<file path="config.mk">
export PLATFORM = sky130hd
export DESIGN_NAME = hilo_md_unit
export DESIGN_NICKNAME = d
export VERILOG_FILES = /design/src/rtl/hilo_md_unit.sv
export SDC_FILE = /design/constraint.sdc
export NUM_CORES = 2
export LEC_CHECK = 0
export BUFFER_PORTS_ARGS = -buffer_cell sky130_fd_sc_hd__clkbuf_2
export CAP_MARGIN = 20
export CORE_MARGIN = 8
export CORE_UTILIZATION = 55
export DETAILED_ROUTE_END_ITERATION = 10
export GPL_ROUTABILITY_DRIVEN = 0
export PLACE_DENSITY = 0.74
export REMOVE_ABC_BUFFERS = 1
export SLEW_MARGIN = 20
export SYNTH_ARGS = -nofsm -noshare
export SYNTH_HDL_FRONTEND = slang
export SYNTH_SLANG_ARGS = --single-unit
</file>
<file path="constraint.sdc">
create_clock -name clk -period 7.85 [get_ports clk]
set_input_delay 0 -clock clk [delete_from_list [all_inputs] [get_ports clk]]
set_output_delay 0 -clock clk [all_outputs]
set_load 0.1 [all_outputs]
</file>
<file path="src/rtl/hilo_md_unit.sv">
// HI/LO multiply/divide unit for the execute stage: pipelined multiplier with
// MUL_LAT register stages and an iterative restoring divider, one bit per cycle.
module hilo_md_unit #(
    parameter int WIDTH   = 32,
    parameter int MUL_LAT = 1
) (
    input  logic             clk,
    input  logic             reset,
    input  logic             req_valid,
    output logic             req_ready,
    input  logic [2:0]       req_op,
    input  logic [WIDTH-1:0] src1,
    input  logic [WIDTH-1:0] src2,
    input  logic             cancel,
    output logic             busy,
    output logic             done,
    output logic [WIDTH-1:0] hi,
    output logic [WIDTH-1:0] lo
);

    localparam logic [2:0] OP_MULT  = 3'd0;
    localparam logic [2:0] OP_MULTU = 3'd1;
    localparam logic [2:0] OP_DIV   = 3'd2;
    localparam logic [2:0] OP_DIVU  = 3'd3;
    localparam logic [2:0] OP_MTHI  = 3'd4;
    localparam logic [2:0] OP_MTLO  = 3'd5;

    localparam int               CNT_W        = $clog2(WIDTH + 2);
    localparam logic [CNT_W-1:0] CNT_ONE      = CNT_W'(1);
    localparam logic [CNT_W-1:0] MUL_DONE_CNT = CNT_W'(MUL_LAT);
    localparam logic [CNT_W-1:0] DIV_DONE_CNT = CNT_W'(WIDTH + 1);

    typedef enum logic [1:0] {
        ST_IDLE = 2'd0,
        ST_MUL  = 2'd1,
        ST_DIV  = 2'd2
    } state_t;

    state_t           state;
    logic [CNT_W-1:0] cnt;

    // Handshake: a request transfers on a rising edge where req_valid and
    // req_ready are both high and cancel is low; req_ready is simply !busy,
    // so requests are only taken while idle (including the done cycle).
    logic accept;
    assign req_ready = !busy;
    assign accept    = req_valid && req_ready && !cancel;

    // Request decode
    logic             is_mul;
    logic             is_div;
    logic             mul_signed;
    logic             div_signed;
    logic             s1_neg;
    logic             s2_neg;
    logic [WIDTH-1:0] mag1;
    logic [WIDTH-1:0] mag2;

    always_comb begin
        is_mul     = (req_op == OP_MULT) || (req_op == OP_MULTU);
        is_div     = (req_op == OP_DIV)  || (req_op == OP_DIVU);
        mul_signed = (req_op == OP_MULT);
        div_signed = (req_op == OP_DIV);
        s1_neg     = div_signed & src1[WIDTH-1];
        s2_neg     = div_signed & src2[WIDTH-1];
        mag1       = s1_neg ? (-src1) : src1;
        mag2       = s2_neg ? (-src2) : src2;
    end

    // Multiplier: operands are extended to 2*WIDTH so one unsigned multiply
    // yields the correct low 2*WIDTH product bits for both MULT and MULTU.
    logic [2*WIDTH-1:0] mul_a;
    logic [2*WIDTH-1:0] mul_b;
    logic [2*WIDTH-1:0] mul_prod;
    logic [2*WIDTH-1:0] mul_result;

    assign mul_prod = mul_a * mul_b;

    generate
        if (MUL_LAT == 1) begin : g_no_pipe
            assign mul_result = mul_prod;
        end else begin : g_pipe
            logic [2*WIDTH-1:0] stage [MUL_LAT-1];

            always_ff @(posedge clk) begin
                stage[0] <= mul_prod;
                for (int i = 1; i < MUL_LAT - 1; i++) begin
                    stage[i] <= stage[i-1];
                end
            end

            assign mul_result = stage[MUL_LAT-2];
        end
    endgenerate

    // Divider: div_quo starts as the dividend magnitude and is shifted left
    // one bit per iteration while quotient bits enter at the bottom.
    logic [WIDTH-1:0] div_rem;
    logic [WIDTH-1:0] div_quo;
    logic [WIDTH-1:0] div_dvs;
    logic             neg_q;
    logic             neg_r;
    logic [WIDTH:0]   rem_shift;
    logic [WIDTH:0]   rem_trial;
    logic [WIDTH-1:0] q_fix;
    logic [WIDTH-1:0] r_fix;

    assign rem_shift = {div_rem, div_quo[WIDTH-1]};
    assign rem_trial = rem_shift - {1'b0, div_dvs};
    assign q_fix     = neg_q ? (-div_quo) : div_quo;
    assign r_fix     = neg_r ? (-div_rem) : div_rem;

    // A zero divisor never restores, so the quotient becomes all ones and the
    // remainder the dividend magnitude; sign correction then gives the
    // architected divide-by-zero results without a special case.
    always_ff @(posedge clk) begin
        if (reset) begin
            state <= ST_IDLE;
            busy  <= 1'b0;
            done  <= 1'b0;
            cnt   <= '0;
            hi    <= '0;
            lo    <= '0;
        end else begin
            done <= 1'b0;
            case (state)
                ST_IDLE: begin
                    if (accept) begin
                        if (is_mul) begin
                            state <= ST_MUL;
                            busy  <= 1'b1;
                            cnt   <= CNT_ONE;
                            mul_a <= {{WIDTH{mul_signed & src1[WIDTH-1]}}, src1};
                            mul_b <= {{WIDTH{mul_signed & src2[WIDTH-1]}}, src2};
                        end else if (is_div) begin
                            state   <= ST_DIV;
                            busy    <= 1'b1;
                            cnt     <= CNT_ONE;
                            div_rem <= '0;
                            div_quo <= mag1;
                            div_dvs <= mag2;
                            neg_q   <= s1_neg ^ s2_neg;
                            neg_r   <= s1_neg;
                        end else if (req_op == OP_MTHI) begin
                            hi   <= src1;
                            done <= 1'b1;
                        end else if (req_op == OP_MTLO) begin
                            lo   <= src1;
                            done <= 1'b1;
                        end
                    end
                end

                ST_MUL: begin
                    if (cancel) begin
                        state <= ST_IDLE;
                        busy  <= 1'b0;
                    end else if (cnt == MUL_DONE_CNT) begin
                        hi    <= mul_result[2*WIDTH-1:WIDTH];
                        lo    <= mul_result[WIDTH-1:0];
                        done  <= 1'b1;
                        state <= ST_IDLE;
                        busy  <= 1'b0;
                    end else begin
                        cnt <= cnt + 1'b1;
                    end
                end

                ST_DIV: begin
                    if (cancel) begin
                        state <= ST_IDLE;
                        busy  <= 1'b0;
                    end else if (cnt == DIV_DONE_CNT) begin
                        hi    <= r_fix;
                        lo    <= q_fix;
                        done  <= 1'b1;
                        state <= ST_IDLE;
                        busy  <= 1'b0;
                    end else begin
                        div_rem <= rem_trial[WIDTH] ? rem_shift[WIDTH-1:0] : rem_trial[WIDTH-1:0];
                        div_quo <= {div_quo[WIDTH-2:0], ~rem_trial[WIDTH]};
                        cnt     <= cnt + 1'b1;
                    end
                end

                default: begin
                    state <= ST_IDLE;
                    busy  <= 1'b0;
                end
            endcase
        end
    end

endmodule

</file>
==> qor.csv <==
metric;value;unit
run_status;complete, no violations;
min_period_over_period;98.34;%
fin_util;61.65;%
drt_pass1_iterations;9;
clk_latency;570;ps
ir_drop;1.150;mV
synth.yosys.seq_area_share;12.19;%
row_count;113;
r2r_cells;28;
grtUsageTotal;28.24;%
maxCapViolCount;0;
drc;0;
synth_edf_count;164;
path_class;reg2reg;
vias_per_cell;5.758;
cp_slowest_cell;fa_1;
antenna_found_initial;10;
wl_per_cell;21.26;um
fin_total_pwr;0.02481;W
final.setup.tns;0;ps
synth_top_family_by_area;adder cells;
fmaxAchievable;0.1295;GHz
crit_arrival;8170;ps
cp-start-kind;register;
timing_hold_violations_final;0;
clock_sinks;238;
reg2reg_slack;130;ps
htree_levels;1;
synth_mux_area_share;0.5141;%
cp_num_buf_inv;10;
cts_buffers;27;
globalRouteOverflowTotal;0;
clkTransAtPathRegs;60;ps
avgSynthCellArea;9.249;um2
crit_family;adder cells;
yosys.area_share.adder;48.93;%
syn_area;52570;um2
die_area;105700;um2
worstSetupEndpointType;register;
area_growth;11.27;%
powerDensity;424.2;nW/um2
ys_ff_latch;238;
yosysWarningCount;0;
tightest_slew;1039;ps
synthSimpleGateAreaFrac;15.81;%
power.leakage;27.70;nW
worst_r2r_startpoint;mul_b[0];
slew_headroom;30.56;%
routed_wl;152100;um
seq_area;6406;um2
num_vias;41190;
cts_tree;done;
netlist_instances;5684;
period_needed;7720;ps
ant_nets;0;
multi_input_comb_area;41020;um2
async_flop_share;0;%
clock_skew;31.97;ps
critPathMaxStageDelay;570;ps
hp-class;in2reg;
grt_pass1_wl;239900;um
port_buffers;137;
crit_required;8300;ps
crit_fanout;8;
start_util;55.41;%
min_to;mul_b[4];
maxSlewViolCount;0;
ys_types;94;
grt_max_degree;88;
crit_top_cell;fa_1;
synth-main-ff-cell;edfxtp_1;
core;94870;um2
synth_compound_area_share;8.266;%
drt_iter0_drc;3930;
dieHeight;325.2;um
crit_path_start;mul_b[0];
clockRootBuffer;clkbuf_16;
clk_path_buf_depth;3;
hp-start;src2[4];
holdPathStages;2;
boundaryPins;138;
die_w;325.2;um
synth_xor_area_share;3.465;%
nFillCells;7676;
dp_hpwl;120100;um
setup_viol;0;
grt_pass1_vias;43840;
r2r_end;hi[3];
drive_gt1_share;9.436;%
final_net_count;7312;
[synthesized netlist by cell type (43+ instances only)]
library cell / instances / area, um2
and2_1: 542 / 3391
dfxtp_1: 74 / 1481
nor3_1: 46 / 230.2
edfxtp_1: 164 / 4925
a21oi_1: 130 / 650.6
inv_1: 1212 / 4549
a21o_1: 43 / 322.8
xnor2_1: 134 / 1174
clkbuf_1: 286 / 1074
nor2_1: 125 / 469.2
nand2_1: 724 / 2718
xor2_1: 74 / 648.1
fa_1: 1126 / 22540
o21ai_0: 180 / 900.9
ha_1: 254 / 3178
[worst register-to-register path: cells and delay by family (launching register included)]
| family | cells | cell delay (ps) |
|---|---|---|
| adder cells (fa/ha/maj) | 9 | 4280 |
| AO/OA/AOI/OAI | 5 | 1030 |
| buffers and inverters | 10 | 1000 |
| AND/OR/NAND/NOR | 3 | 570 |
| flip-flops | 1 | 420 |
| XOR/XNOR | 1 | 280 |
[cell families (layout without fill, tap and decap cells)]
logic type	Yosys count	in the layout
AOI/OAI and AO/OA	651	651
DFF	238	238
muxes	27	27
other	0	6
adders and majority gates	1380	1380
and+or+nand+nor	1668	1668
xor gates and xnor gates	208	208
buffers and inverters	1512	1710
[cell usage in the layout (no fill, tap or decap), drive strengths merged, types with 134 or more instances in the layout]
cell	netlist	final
and2	542	542
o21ai	194	194
buf	12	233
ha	254	254
fa	1126	1126
nand2	724	724
edfxtp	164	164
clkbuf	286	184
inv	1213	1216
xnor2	134	134
[what timing repair did]
item                                    4_1_cts  5_1_grt
gates resized for setup                       6      128
hold buffers                                 70        0
endpoints found under the setup margin        7       34
setup buffers                                 0       37
hold endpoints to repair                    144        0
pin swaps                                     1       99
cloned                                        0        7
[where the power goes]
group	switching (W)	total, W	internal [W]
clock	0.000558	0.00132	0.000763
sequential	0.0000893	0.00150	0.00141
combinational	0.0128	0.0220	0.00924
total	0.0134	0.0248	0.0114
[registers in the layout (all words and copies together) (netlist names)]
| signal | flops |
|---|---|
| mul_a | 33 |
| mul_b | 33 |
| div_dvs | 32 |
| div_quo | 32 |
| div_rem | 32 |
| hi | 32 |
| lo | 32 |
| cnt | 6 |
| state | 2 |
| busy | 1 |
| done | 1 |
| neg_q | 1 |
| neg_r | 1 |
[cell type report]
cell class | instances | share of cell area [%]
well taps | 1265 | 2.706
flip-flops and latches | 238 | 10.95
clock buffers | 41 | 1.478
repair buffers | 446 | 6.822
multi-input cells | 3934 | 70.13
diodes | 6 | 0.02567
clock inverters | 9 | 0.09198
inverters | 1214 | 7.791
[layer usage]
metal | up-vias | track usage, % | share of wire, %
met5 | - | 0 | 0.024
met4 | 6 | 11.71 | 4.9
met3 | 423 | 5.182 | 9.5
met2 | 2025 | 46.99 | 48
met1 | 20980 | 36.34 | 37
li1 | 17760 | - | -
[worst max path at each step]
stage | end | cells past startpoint
6_report | hi[3] | 28
5_1_grt | hi[31] | 28
4_1_cts | hi[14] | 26
3_5_place_dp | hi[24] | 27
3_3_place_gp | hi[24] | 27
2_1_floorplan | hi[22] | 21
[metrics by stage]
step	area [um2]	std cells	hold WS, ps	setup slack (ps)
after floorplan	51430	5386	69.07	210.1
after global placement	55840	6984	245.9	26.48
after detailed placement	55840	6984	233.4	-33.26
after CTS	57500	7104	230.9	0.3997
after global routing	58480	7148	241.5	-51.53
final	58490	7153	242.0	130.2
Power figures use the tool's default switching activity.
